`config.mk`:
```
export PLATFORM = sky130hd
export DESIGN_NAME = pipelined_cla_adder_flat
export DESIGN_NICKNAME = d
export VERILOG_FILES = /design/src/rtl/pipelined_cla_adder_if.sv /design/src/rtl/pipelined_cla_adder.sv /design/src/flat_wrapper.sv
export SDC_FILE = /design/constraint.sdc
export NUM_CORES = 1
export LEC_CHECK = 0
export ABC_AREA = 0
export CORE_ASPECT_RATIO = 2
export CORE_MARGIN = 2
export CORE_UTILIZATION = 50
export CTS_CLUSTER_SIZE = 10
export DETAILED_ROUTE_END_ITERATION = 7
export PLACE_DENSITY_LB_ADDON = 0.3
export RECOVER_POWER = 50
export SYNTH_ARGS = -nofsm -noshare
export SYNTH_HDL_FRONTEND = slang
export SYNTH_SLANG_ARGS = --single-unit
export TNS_END_PERCENT = 10
```
`constraint.sdc`:
```
create_clock -name clk -period 31.5 [get_ports clk]
set_input_delay 6.3 -clock clk [delete_from_list [all_inputs] [get_ports clk]]
set_output_delay 6.3 -clock clk [all_outputs]
set_load 0.02 [all_outputs]
```
`src/rtl/pipelined_cla_adder_if.sv`:
```
// Handshake/data bundle for pipelined_cla_adder.
// Ports (slave = adder side):
//   in_valid/in_ready      operation offer / accept
//   a, b, cin, sub         operands, carry-in, subtract select
//   out_valid/out_ready    result present / consumer takes it
//   sum, cout, ovf         result, MSB carry-out, signed overflow
interface pipelined_cla_adder_if #(
   parameter int WIDTH = 32
);
   logic             in_valid;
   logic             in_ready;
   logic [WIDTH-1:0] a;
   logic [WIDTH-1:0] b;
   logic             cin;
   logic             sub;
   logic             out_valid;
   logic             out_ready;
   logic [WIDTH-1:0] sum;
   logic             cout;
   logic             ovf;

   modport master (
      output in_valid, a, b, cin, sub, out_ready,
      input  in_ready, out_valid, sum, cout, ovf
   );

   modport slave (
      input  in_valid, a, b, cin, sub, out_ready,
      output in_ready, out_valid, sum, cout, ovf
   );
endinterface

```
`src/rtl/pipelined_cla_adder.sv`:
```
// Pipelined carry-lookahead adder/subtractor.
// One BLOCK-bit lookahead group is resolved per stage; the group carry is
// registered between stages. Latency and depth are NGRP = WIDTH/BLOCK.
// Ports:
//   clk   rising-edge clock
//   rst   asynchronous active-high reset
//   bus   pipelined_cla_adder_if.slave (valid/ready in, valid/ready out)
// Optional feature: define PIPELINED_CLA_OVF_EN to build the signed
// overflow output; otherwise ovf is tied to 0.
module pipelined_cla_adder #(
   parameter int WIDTH = 32,
   parameter int BLOCK = 4
) (
   input logic                  clk,
   input logic                  rst,
   pipelined_cla_adder_if.slave bus
);

   localparam int NGRP = WIDTH / BLOCK;

   // Flat lookahead: every carry is a sum of products of g/p and c0,
   // so there is no ripple inside the group. Returns {carry_out, sum}.
   function automatic logic [BLOCK:0] cla_group(
      input logic [BLOCK-1:0] x,
      input logic [BLOCK-1:0] y,
      input logic             c0
   );
      logic [BLOCK-1:0] p;
      logic [BLOCK-1:0] g;
      logic [BLOCK:0]   c;
      logic             term;
      p    = x ^ y;
      g    = x & y;
      c    = '0;
      c[0] = c0;
      for (int i = 0; i < BLOCK; i++) begin
         c[i+1] = 1'b0;
         for (int j = 0; j <= i; j++) begin
            term = g[j];
            for (int k = j + 1; k <= i; k++) term = term & p[k];
            c[i+1] = c[i+1] | term;
         end
         term = c0;
         for (int k = 0; k <= i; k++) term = term & p[k];
         c[i+1] = c[i+1] | term;
      end
      return {c[BLOCK], p ^ c[BLOCK-1:0]};
   endfunction

   logic             stall;
   logic [WIDTH-1:0] b_op;
   logic             c_op;

   logic             q_valid [NGRP];
   logic [WIDTH-1:0] q_sum   [NGRP];
   logic [WIDTH-1:0] q_a     [NGRP];
   logic [WIDTH-1:0] q_b     [NGRP];
   logic             q_c     [NGRP];

   logic             d_valid [NGRP];
   logic [WIDTH-1:0] d_sum   [NGRP];
   logic [WIDTH-1:0] d_a     [NGRP];
   logic [WIDTH-1:0] d_b     [NGRP];
   logic             d_c     [NGRP];
   logic [BLOCK:0]   grp     [NGRP];

   assign stall         = bus.out_valid && !bus.out_ready;
   assign bus.in_ready  = !stall;
   assign bus.out_valid = q_valid[NGRP-1];
   assign bus.sum       = q_sum[NGRP-1];
   assign bus.cout      = q_c[NGRP-1];

   // Subtract is A + ~B + 1; cin is ignored in that mode.
   always_comb begin
      b_op = bus.sub ? ~bus.b : bus.b;
      c_op = bus.sub ? 1'b1 : bus.cin;
   end

   // Stage 0 resolves group 0 straight from the accepted operands, so an
   // operation accepted on edge N is in the output register after N+NGRP-1.
   // Operands travel whole; resolved low bits are simply not used downstream.
   always_comb begin
      grp[0]              = cla_group(bus.a[BLOCK-1:0], b_op[BLOCK-1:0], c_op);
      d_valid[0]          = bus.in_valid;
      d_a[0]              = bus.a;
      d_b[0]              = b_op;
      d_sum[0]            = '0;
      d_sum[0][BLOCK-1:0] = grp[0][BLOCK-1:0];
      d_c[0]              = grp[0][BLOCK];
      for (int k = 1; k < NGRP; k++) begin
         grp[k]     = cla_group(q_a[k-1][k*BLOCK +: BLOCK],
                                q_b[k-1][k*BLOCK +: BLOCK], q_c[k-1]);
         d_valid[k] = q_valid[k-1];
         d_a[k]     = q_a[k-1];
         d_b[k]     = q_b[k-1];
         d_sum[k]   = q_sum[k-1];
         d_sum[k][k*BLOCK +: BLOCK] = grp[k][BLOCK-1:0];
         d_c[k]     = grp[k][BLOCK];
      end
   end

   // Global stall: the whole pipe, bubbles included, freezes together.
   always_ff @(posedge clk or posedge rst) begin
      if (rst) begin
         for (int k = 0; k < NGRP; k++) begin
            q_valid[k] <= 1'b0;
            q_sum[k]   <= '0;
            q_a[k]     <= '0;
            q_b[k]     <= '0;
            q_c[k]     <= 1'b0;
         end
      end else if (!stall) begin
         for (int k = 0; k < NGRP; k++) begin
            q_valid[k] <= d_valid[k];
            q_sum[k]   <= d_sum[k];
            q_a[k]     <= d_a[k];
            q_b[k]     <= d_b[k];
            q_c[k]     <= d_c[k];
         end
      end
   end

`ifdef PIPELINED_CLA_OVF_EN
   // The operand MSBs ride along as unresolved upper bits until the last
   // stage, where like-signed operands giving an unlike-signed sum flag ovf.
   logic ovf_d;
   logic ovf_q;

   always_comb begin
      ovf_d = (d_a[NGRP-1][WIDTH-1] == d_b[NGRP-1][WIDTH-1]) &&
              (d_sum[NGRP-1][WIDTH-1] != d_a[NGRP-1][WIDTH-1]);
   end

   always_ff @(posedge clk or posedge rst) begin
      if (rst) begin
         ovf_q <= 1'b0;
      end else if (!stall) begin
         ovf_q <= ovf_d;
      end
   end

   assign bus.ovf = ovf_q;
`else
   assign bus.ovf = 1'b0;
`endif

endmodule

```
`src/flat_wrapper.sv`:
```
// flat-port wrapper written by rule: the top's interface ports become plain ports
module pipelined_cla_adder_flat 
#(
   parameter int WIDTH = 32,
   parameter int BLOCK = 4
)
  (clk, rst, bus_in_valid, bus_a, bus_b, bus_cin, bus_sub, bus_out_ready, bus_in_ready, bus_out_valid, bus_sum, bus_cout, bus_ovf);
  pipelined_cla_adder_if #(.WIDTH(WIDTH)) bus_i ();
  input logic clk;
  input logic rst;
  input wire logic [$bits(bus_i.in_valid)-1:0] bus_in_valid;
  input wire logic [$bits(bus_i.a)-1:0] bus_a;
  input wire logic [$bits(bus_i.b)-1:0] bus_b;
  input wire logic [$bits(bus_i.cin)-1:0] bus_cin;
  input wire logic [$bits(bus_i.sub)-1:0] bus_sub;
  input wire logic [$bits(bus_i.out_ready)-1:0] bus_out_ready;
  output wire logic [$bits(bus_i.in_ready)-1:0] bus_in_ready;
  output wire logic [$bits(bus_i.out_valid)-1:0] bus_out_valid;
  output wire logic [$bits(bus_i.sum)-1:0] bus_sum;
  output wire logic [$bits(bus_i.cout)-1:0] bus_cout;
  output wire logic [$bits(bus_i.ovf)-1:0] bus_ovf;
  assign bus_i.in_valid = bus_in_valid;
  assign bus_i.a = bus_a;
  assign bus_i.b = bus_b;
  assign bus_i.cin = bus_cin;
  assign bus_i.sub = bus_sub;
  assign bus_i.out_ready = bus_out_ready;
  assign bus_in_ready = bus_i.in_ready;
  assign bus_out_valid = bus_i.out_valid;
  assign bus_sum = bus_i.sum;
  assign bus_cout = bus_i.cout;
  assign bus_ovf = bus_i.ovf;
  pipelined_cla_adder #(.WIDTH(WIDTH), .BLOCK(BLOCK)) u_core (.clk(clk), .rst(rst), .bus(bus_i));
endmodule
```
# After elaboration in Yosys (flattened, before gate mapping)
# Cells that the tools add are included.
[word_totals]
reg_bits = 608
wordCells = 228
inputBits = 70
out_inout_bits = 36
[classes]
bitwise = 185
n_reduce_logical = 3
muxes = 2
[op_table]
columns = ["op", "n"]
rows = [
  ["$and 1x1->1", 80],
  ["$or 1x1->1", 80],
  ["$xor 4x4->4", 16],
  ["$and 4x4->4", 8],
  ["$mux 32", 1],
  ["$not 32->32", 1],
  ["$logic_not 1->1", 2],
  ["$logic_and 1x1->1", 1],
  ["$mux 1", 1],
]

# Longest topological paths before layout
# Gate-level depths: netlist of run 1.
[depth]
word_depth = 10
mapped_depth = 8
ltp_nobuf = 6

# Least setup slack after synthesis of run 1
# Ideal clock, no wire load.
[synth_timing]
path_kind = "input-to-output"
startpoint = "input port bus_out_ready"
endpoint = "output port bus_in_ready"
arrival_ns = 6.849
setup_slack_ns = 18.351
required_ns = 25.200
n_path_buf = 3
path_stages = 5
path_cell_list = "nor2b_4 -> buf_6 -> inv_2 -> buf_6 -> buf_6"
[synth_via]
elab_chain_cells = 3
[synth_lines]
columns = ["item", "line", "source"]
rows = [
  ["start, declared", "flat_wrapper.sv:16", "input wire logic [$bits(bus_i.out_ready)-1:0] bus_out_ready;"],
  ["$logic_not 1->1", "pipelined_cla_adder.sv:67", "assign stall = bus.out_valid && !bus.out_ready;"],
  ["$logic_and 1x1->1", "pipelined_cla_adder.sv:67", ""],
  ["$logic_not 1->1", "pipelined_cla_adder.sv:68", "assign bus.in_ready = !stall;"],
  ["end, declared", "flat_wrapper.sv:17", "output wire logic [$bits(bus_i.in_ready)-1:0] bus_in_ready;"],
]
# No other way between the ends.

==> metrics, run 1 <==
post-synthesis simple-gate area fraction around 25%; Overall Global Routing Usage between 10% and 20%; Min-Delay Path Class reg2reg; gr ovfl total 0; crit path time final ~18 ns; core region area 31540 um^2; main combinational cell family by area after synthesis simple AND/OR/NAND/NOR gates; hpwl dp 16390 um; combinational power share between 20% and 30%; f_max ~0.055 GHz; vias in the first global route roughly 11000; Via density 4.871; antenna violations before repair 2; sequential area share after synthesis 59.99%; gpl congestion ~0.76; Post-Synth XOR/XNOR Area under 10%; CP arrival 16.53 ns; DRC violations left 0; Post-Syn Instances roughly 1700; final worst path period share roughly three fifths; Setup crit start kind input port; Clock Sinks 384; Area contributors post-synth dfrtp_1, nand2_1, ha_1; clock root buffer master clkbuf_16; count leader, synth nand2_1; Async SR Flop Fraction 100.0%; layout cells sized above 1 between 3 and 4%; Max IR drop VDD 0.06768 mV; Post-Route WL 27300 um; clock network fraction of design power between 20% and 30%; largest net degree at the start of global routing 264; final setup vio count 0; CP Capture Type asynchronous set/reset pin; Synth Area in Adders 4.124%; 1st-iter DRT viols 589; Worst Tran Pin Value 9.447 ns; clk_lat worst skew 0.54 ns; mux contribution to synthesized area 0%; die height approximately 260 um; critical path type in2async; CP required 29.74 ns; first-pass GRT wire length 48610 um; area fraction of the dominant cell type after synthesis between 50% and 60%; skew final between 0.015 and 0.02 ns; num ports 106; CTS Buf Count 44; cell taking the most area after synthesis dfrtp_1; clock-pin slew on the worst setup and hold paths 0.05 ns; vias after detailed routing around 11000; Synth Area in Compound Gates approximately 4.3%; Hold Buf Count CTS 0; Total Nets Final ~1900; CTS tree done; Post-synth top cells nand2_1, dfrtp_1, buf_2; TNS Setup 0 ns; failing checks max-capacitance violations, max-slew violations; synthesized area about 16000 um^2; die width about 130 um; syn nets between 1500 and 2000; Post-synth top flop dfrtp_1; Pre-antenna DRT Iters 4; Max-Cap Viols 4; cell area power density 99.35 nW/um^2; cts repair resizes 0; FP Rows a little over 90; sw frac around 34%; Starting Density approximately 51%; sw power 605.3 uW; Leak Pwr between 9 and 10 nW; Flop pwr share a little under half; number of flops mapped to enable cells by yosys 0; Layout area overhead 13.06%; synthesized area per cell roughly 9.3 um^2; Power, Total about 1.8 mW; crit path max fanout 190; wire length per cell ~12 um; H-tree levels 2; clk buf depth 3; RSZ-0062 raised after global routing false; Worst slew margin -529.8%; #FFs+latches synth approximately 380; die area roughly 34000 um^2; outcome complete, but fails checks; final antenna-violating net count 0; count of cell types in the netlist 26; final hold violation count 0; fillcell total about 2900; Internal 1.194 mW; final slew viol count 540; PortBufs about 100; yosys warns 0; post-CTS setup buffers 0
-- sequential cells by signal, summed over array words and instances, names as in the netlist --
name,count
u_core.bus.sum,32
u_core.d_sum,112
u_core.q_c,7
u_core.bus.out_valid,1
u_core.d_a,112
u_core.d_b,112
u_core.d_valid,7
u_core.bus.cout,1
-- metrics by stage --
step	area [um^2]	worst slack (ns)	cells	hold slack (ns)	util, %
CTS	18140	17.03	2208	0.4624	57.51
finish	18110	13.21	2210	0.4576	57.42
floorplan	16020	14.53	1715	0.4295	-
detailed placement	16990	17.04	2160	0.4537	53.85
global placement	16990	17.01	2160	0.4397	53.85
global route	18110	10.39	2210	0.4762	57.42
-- critical path: stages --
cell and delay (ns):
dlygate4sd3_1 0.55, clkinvlp_2 2.61, clkbuf_1 6.71
-- area by class of cell --
class | instances | area (um^2) | share of cell area, %
Sequential cell | 384 | 9609 | 53.06
Timing Repair Buffer | 112 | 1101 | 6.080
Inverter | 5 | 21.27 | 0.1175
Clock inverter | 3 | 26.28 | 0.1451
Clock buffer | 45 | 1126 | 6.218
Antenna cell | 2 | 5.005 | 0.02764
Tap cell | 423 | 529.3 | 2.922
Multi-Input combinational cell | 1236 | 5692 | 31.43
-- power groups by stage --
stage / clock network (mW) / registers, mW / logic, mW
after floorplan: 0 / 0.841 / 0.412
after global placement: 0 / 0.837 / 0.518
after detailed placement: 0 / 0.846 / 0.540
after CTS: 0.441 / 0.840 / 0.543
after global routing: 0.459 / 0.868 / 0.625
final: 0.427 / 0.838 / 0.533
-- layout by cell type, fill, tap and decap left out, types with 3 or more instances in the layout --
master and instances:
nand2_1 1017, dfrtp_1 384, clkdlybuf4s50_1 67, clkbuf_16 45
ha_1 40, dlygate4sd3_1 36, xnor2_1 35, o21ai_0 35
o21a_1 24, nor3_1 16, o31ai_1 16, nand2b_1 9
o211a_1 8, a21o_1 8, o31a_1 8, fa_1 8
xor2_1 5, buf_4 5, inv_1 3
-- layer usage --
layer  track usage [%]  vias up  wire length [um]
met5                 0        -                 0
met4             7.033        0               886
met3             2.432       54               792
met2             30.61      138             14100
met1             21.28     5137             11530
li1                  -     5435                 -
-- logic make-up (layout without fill, tap and decap cells) --
logic type,after synthesis,in the layout
AOI/OAI and AO/OA,101,101
buffers and inverters,95,165
adders and majority gates,48,48
xor gates and xnor gates,40,40
DFF,384,384
other,1,3
and+or+nand+nor,1046,1046
-- path summary, 6_finish.rpt --
kind / start / endpoint / slack (ns) / cells after the start
setup reg to reg: u_core.bus.out_valid / u_core.d_sum[20] / 24.88 / 6
max in group clk: bus_out_ready / bus_in_ready / 13.30 / 4
hold / removal: u_core.bus.sum[5] / u_core.bus.sum[5] / 0.46 / 2
setup / recovery: rst / u_core.d_a[87] / 13.21 / 3
hold reg to reg: u_core.bus.sum[5] / u_core.bus.sum[5] / 0.46 / 2
min in group asynchronous: rst / u_core.bus.sum[5] / 7.65 / 2
(Power assumes the default switching activity.)
==> run 2: changes to the inputs <==
==> constraint.sdc (replaced) <==
create_clock -name clk -period 18.78 [get_ports clk]
set_input_delay 3.756 -clock clk [delete_from_list [all_inputs] [get_ports clk]]
set_output_delay 3.756 -clock clk [all_outputs]
set_load 0.02 [all_outputs]
==> metrics, run 2 (synthesized netlist as in run 1, its figures left out) <==
R2R Setup Slk roughly 12 ns; critical path type in2out; Layout area overhead 12.94%; fillcell total approximately 2900; final setup vio count 0; clk_lat worst skew approximately 0.54 ns; combinational power share ~30%; CP arrival just under 10 ns; Internal ~2.0 mW; DRC violations left 0; core region area 31540 um^2; clock-pin slew on the worst setup and hold paths about 0.050 ns; Final WS setup 5.372 ns; TNS Setup 0 ns; crit path time final roughly 13 ns; PortBufs 104; CP Capture Type output pin; final worst path period share around 71%; outcome complete, but fails checks; Max IR drop VDD roughly 0.080 mV; Leak Pwr between 9 and 10 nW; post-CTS setup buffers 0; Hold Path End u_core.bus.sum[0]; RSZ-0062 raised after global routing false; final hold violation count 0; cts repair resizes 0; final antenna-violating net count 0; hpwl dp 16300 um; antenna violations before repair 0; clock root buffer master clkbuf_16; layout cells sized above 1 between 3 and 4%; most frequent cells in the layout nand2_1, dfrtp_1, clkdlybuf4s50_1, clkbuf_16, ha_1; most common cell after layout, fill and taps aside nand2_1; CTS Buf Count between 40 and 50; Via density slightly below 5; sw frac between 30% and 40%; Worst slew margin -317.0%; Total Nets Final around 1900; die height 257.1 um; Post-Route WL about 27000 um; Flop pwr share a little under half; Starting Density 50.79%; final slew viol count approximately 550; sw power 1.013 mW; Worst Hold Depth 2; num ports around 110; FP Rows 92; skew final around 0.012 ns; crit path max fanout about 150; Setup crit start kind input port; clock network fraction of design power 23.6%; worst reg2reg startpoint u_core.bus.out_valid; vias after detailed routing 10630; Max-Cap Viols 6; cell area power density ~170 nW/um^2; worst hold start u_core.bus.sum[0]; FF-to-FF path depth 5; R2R Path End u_core.d_sum[193]; # diodes 0; CTS tree done; Min-Delay Path Class reg2reg; gpl congestion ~0.76; wire length per cell between 10 and 15 um; clk buf depth 3; largest net degree at the start of global routing 240; vias in the first global route 10990; Hold Buf Count CTS 0; die width ~130 um; gr ovfl total 0; Clock Sinks about 380; Overall Global Routing Usage 17.55%; Worst Tran Pin Value between 6 and 7 ns; first-pass GRT wire length a little under 50000 um; 1st-iter DRT viols about 730; f_max about 0.075 GHz; Pre-antenna DRT Iters 5; H-tree levels 2; pre-CTS setup slack between 9 and 10 ns; failing checks max-capacitance violations, max-slew violations; die area between 30000 and 40000 um^2; CP required ~15 ns
-- run 2: critical path: stages --
cell and delay [ns]:
clkdlybuf4s50_1 0.44, nor2b_4 0.17, clkinvlp_2 3.72, clkdlybuf4s50_1 1.54
-- run 2: routing by layer --
metal  up-vias  share of wire (%)  GRT usage [%]
met1      5027                 43          20.68
met2       132                 52          32.05
met4         0                2.6          5.644
met5         -                  0              0
li1       5429                  -              -
met3        41                3.1          2.869
-- run 2: how the worst max path moves through the flow --
stage	from	cells past startpoint	endpoint	slack [ns]
final	bus_out_ready	4	bus_in_ready	5.37
after global routing	bus_out_ready	4	bus_in_ready	4.67
after CTS	bus_out_ready	4	bus_in_ready	9.34
after detailed placement	bus_out_ready	4	bus_in_ready	9.35
after global placement	bus_out_ready	4	bus_in_ready	9.33
after floorplan	rst	1	u_core.bus.cout	4.35
-- run 2: cell type report --
type	instances	area, um^2	share of cell area [%]
Sequential cell	384	9609	53.12
Multi-Input combinational cell	1236	5692	31.46
Clock buffer	45	1105	6.107
Timing Repair Buffer	113	1101	6.087
Tap cell	423	529.3	2.926
Clock inverter	3	32.53	0.1798
Inverter	5	21.27	0.1176
-- run 2: metrics by stage --
step | util, % | instances | instance area (um^2) | hold slack, ns | total power [mW]
final | 57.35 | 2209 | 18090 | 0.4554 | 3.009
after global routing | 57.35 | 2209 | 18090 | 0.4784 | 3.275
after CTS | 57.44 | 2209 | 18120 | 0.4611 | 3.051
after detailed placement | 53.84 | 2161 | 16980 | 0.4530 | 2.323
after global placement | 53.84 | 2161 | 16980 | 0.4430 | 2.273
after floorplan | - | 1715 | 16020 | 0.4295 | 2.102
-- run 2: power groups by stage --
stage               Sequential, mW  Combinational (mW)  Clock [mW]
floorplan                     1.41               0.692           0
global placement              1.41               0.868           0
detailed placement            1.42               0.904           0
CTS                           1.41               0.910       0.733
global route                  1.45                1.06       0.765
finish                        1.40               0.895       0.710
==> run 3: changes to the inputs <==
==> constraint.sdc (replaced) <==
create_clock -name clk -period 13.65 [get_ports clk]
set_input_delay 2.73 -clock clk [delete_from_list [all_inputs] [get_ports clk]]
set_output_delay 2.73 -clock clk [all_outputs]
set_load 0.02 [all_outputs]
==> metrics, run 3 (synthesized netlist as in run 1, its figures left out) <==
outcome complete, but fails checks; Worst slew margin -249.3%; critical path type in2reg; die height 257.1 um; Setup crit start kind input port; cell area power density 228.3 nW/um^2; gpl congestion 0.7544; clock-pin slew on the worst setup and hold paths around 0.050 ns; Post-Route WL approximately 27000 um; Leak Pwr 9.479 nW; first-pass GRT wire length approximately 49000 um; Starting Density 50.79%; fillcell total 2844; Final WS setup between 5 and 6 ns; Worst Tran Pin Value 5.211 ns; antenna violations before repair 0; final slew viol count 247; CP cell instances dlygate4sd3_1, nor2b_1, clkbuf_1, buf_4, buf_12, o21ai_0; final core occ 57.49%; f_max about 0.13 GHz; fin area between 15000 and 20000 um^2; most common cell after layout, fill and taps aside nand2_1; final setup vio count 0; final antenna-violating net count 0; final worst path period share between 50% and 60%; post-CTS setup buffers 0; final hold violation count 0; cts repair resizes 0; DRC violations left 0; gr ovfl total 0; wire length per cell between 10 and 15 um; CP Capture Type register; Min-Delay Path Class reg2reg; hpwl dp roughly 16000 um; RSZ-0062 raised after global routing false; Hold Buf Count CTS 0; Overall Global Routing Usage about 17%; failing checks max-capacitance violations, max-slew violations; PortBufs ~100; CTS Buf Count 44; CTS tree done; layout cells sized above 1 3.410%; Max IR drop VDD 0.09706 mV; Critical-path top delay cell clkbuf_1; CP required 14.01 ns; TNS Setup 0 ns; FP Rows 92; pre-CTS setup slack 6.348 ns; clk buf depth 3; clock root buffer master clkbuf_16; most frequent cells in the layout nand2_1, dfrtp_1, clkdlybuf4s50_1, clkbuf_16, ha_1; vias in the first global route ~11000; crit path max fanout between 200 and 300; Clock Sinks ~380; core region area ~32000 um^2; Total Nets Final ~1900; crit path time final 7.943 ns; clk_lat worst skew approximately 0.54 ns; die width 130.6 um; Layout area overhead 13.20%; Pre-antenna DRT Iters 6; H-tree levels 2; vias after detailed routing 10770; CP max stage delay 2.39 ns; num ports about 110; Power, Total 4.140 mW; Max-Cap Viols 3; CP arrival ~8.3 ns; skew final between 0.015 and 0.02 ns; largest net degree at the start of global routing 260; DP Area 16990 um^2; Via density ~4.9; 1st-iter DRT viols between 700 and 800; die area approximately 34000 um^2; # diodes 0
run 3: changes by cell type in the layout (fill, tap and decap cells not counted), sizes merged:
cell           delta
clkdlybuf4s50     -1
buf               +3
inv               +2
dlygate4sd3       +1
clkinvlp          -2
run 3: worst max-delay path: cells and delay by family:
kind	cells	cell delay (ns)
buf+inv	4	4.68
compound gates	1	0.23
simple gates	1	0.35
run 3: per-stage QoR:
step	hold slack, ns	std cells
final	0.4564	2212
after global routing	0.4771	2212
after CTS	0.4644	2212
after floorplan	0.4295	1715
after detailed placement	0.4549	2162
after global placement	0.4404	2162
run 3: path summary, 6_finish.rpt:
check	startpoint	to	slack, ns	cells past startpoint
max	bus_out_ready	u_core.d_b[221]	5.71	6
min	u_core.bus.sum[26]	u_core.bus.sum[26]	0.46	2
max reg2reg	u_core.bus.out_valid	u_core.d_b[221]	8.06	5
min reg2reg	u_core.bus.sum[26]	u_core.bus.sum[26]	0.46	2
max in group asynchronous	rst	u_core.d_b[181]	6.09	4
min in group asynchronous	rst	u_core.d_sum[2]	4.23	2
run 3: per-layer routing:
| layer | GRT usage (%) | up-vias | part of all wire, % |
|---|---|---|---|
| met5 | 0 | - | 0 |
| met1 | 20.44 | 5100 | 41 |
| met3 | 2.432 | 62 | 3.0 |
| li1 | - | 5442 | - |
| met2 | 31.57 | 167 | 53 |
| met4 | 6.235 | 0 | 3.0 |
run 3: where the power goes:
group	total, mW	internal, mW	switching, mW
clock	0.994	0.585	0.409
combinational	1.21	0.498	0.715
sequential	1.93	1.65	0.278
run 3: layout make-up:
class	count	area (um^2)	share of cell area, %
well taps	423	529.3	2.919
multi-input cells	1236	5684	31.35
repair buffers	114	1116	6.155
flip-flops and latches	384	9609	52.99
clock inverters	3	22.52	0.1242
clock buffers	47	1144	6.307
inverters	5	27.53	0.1518
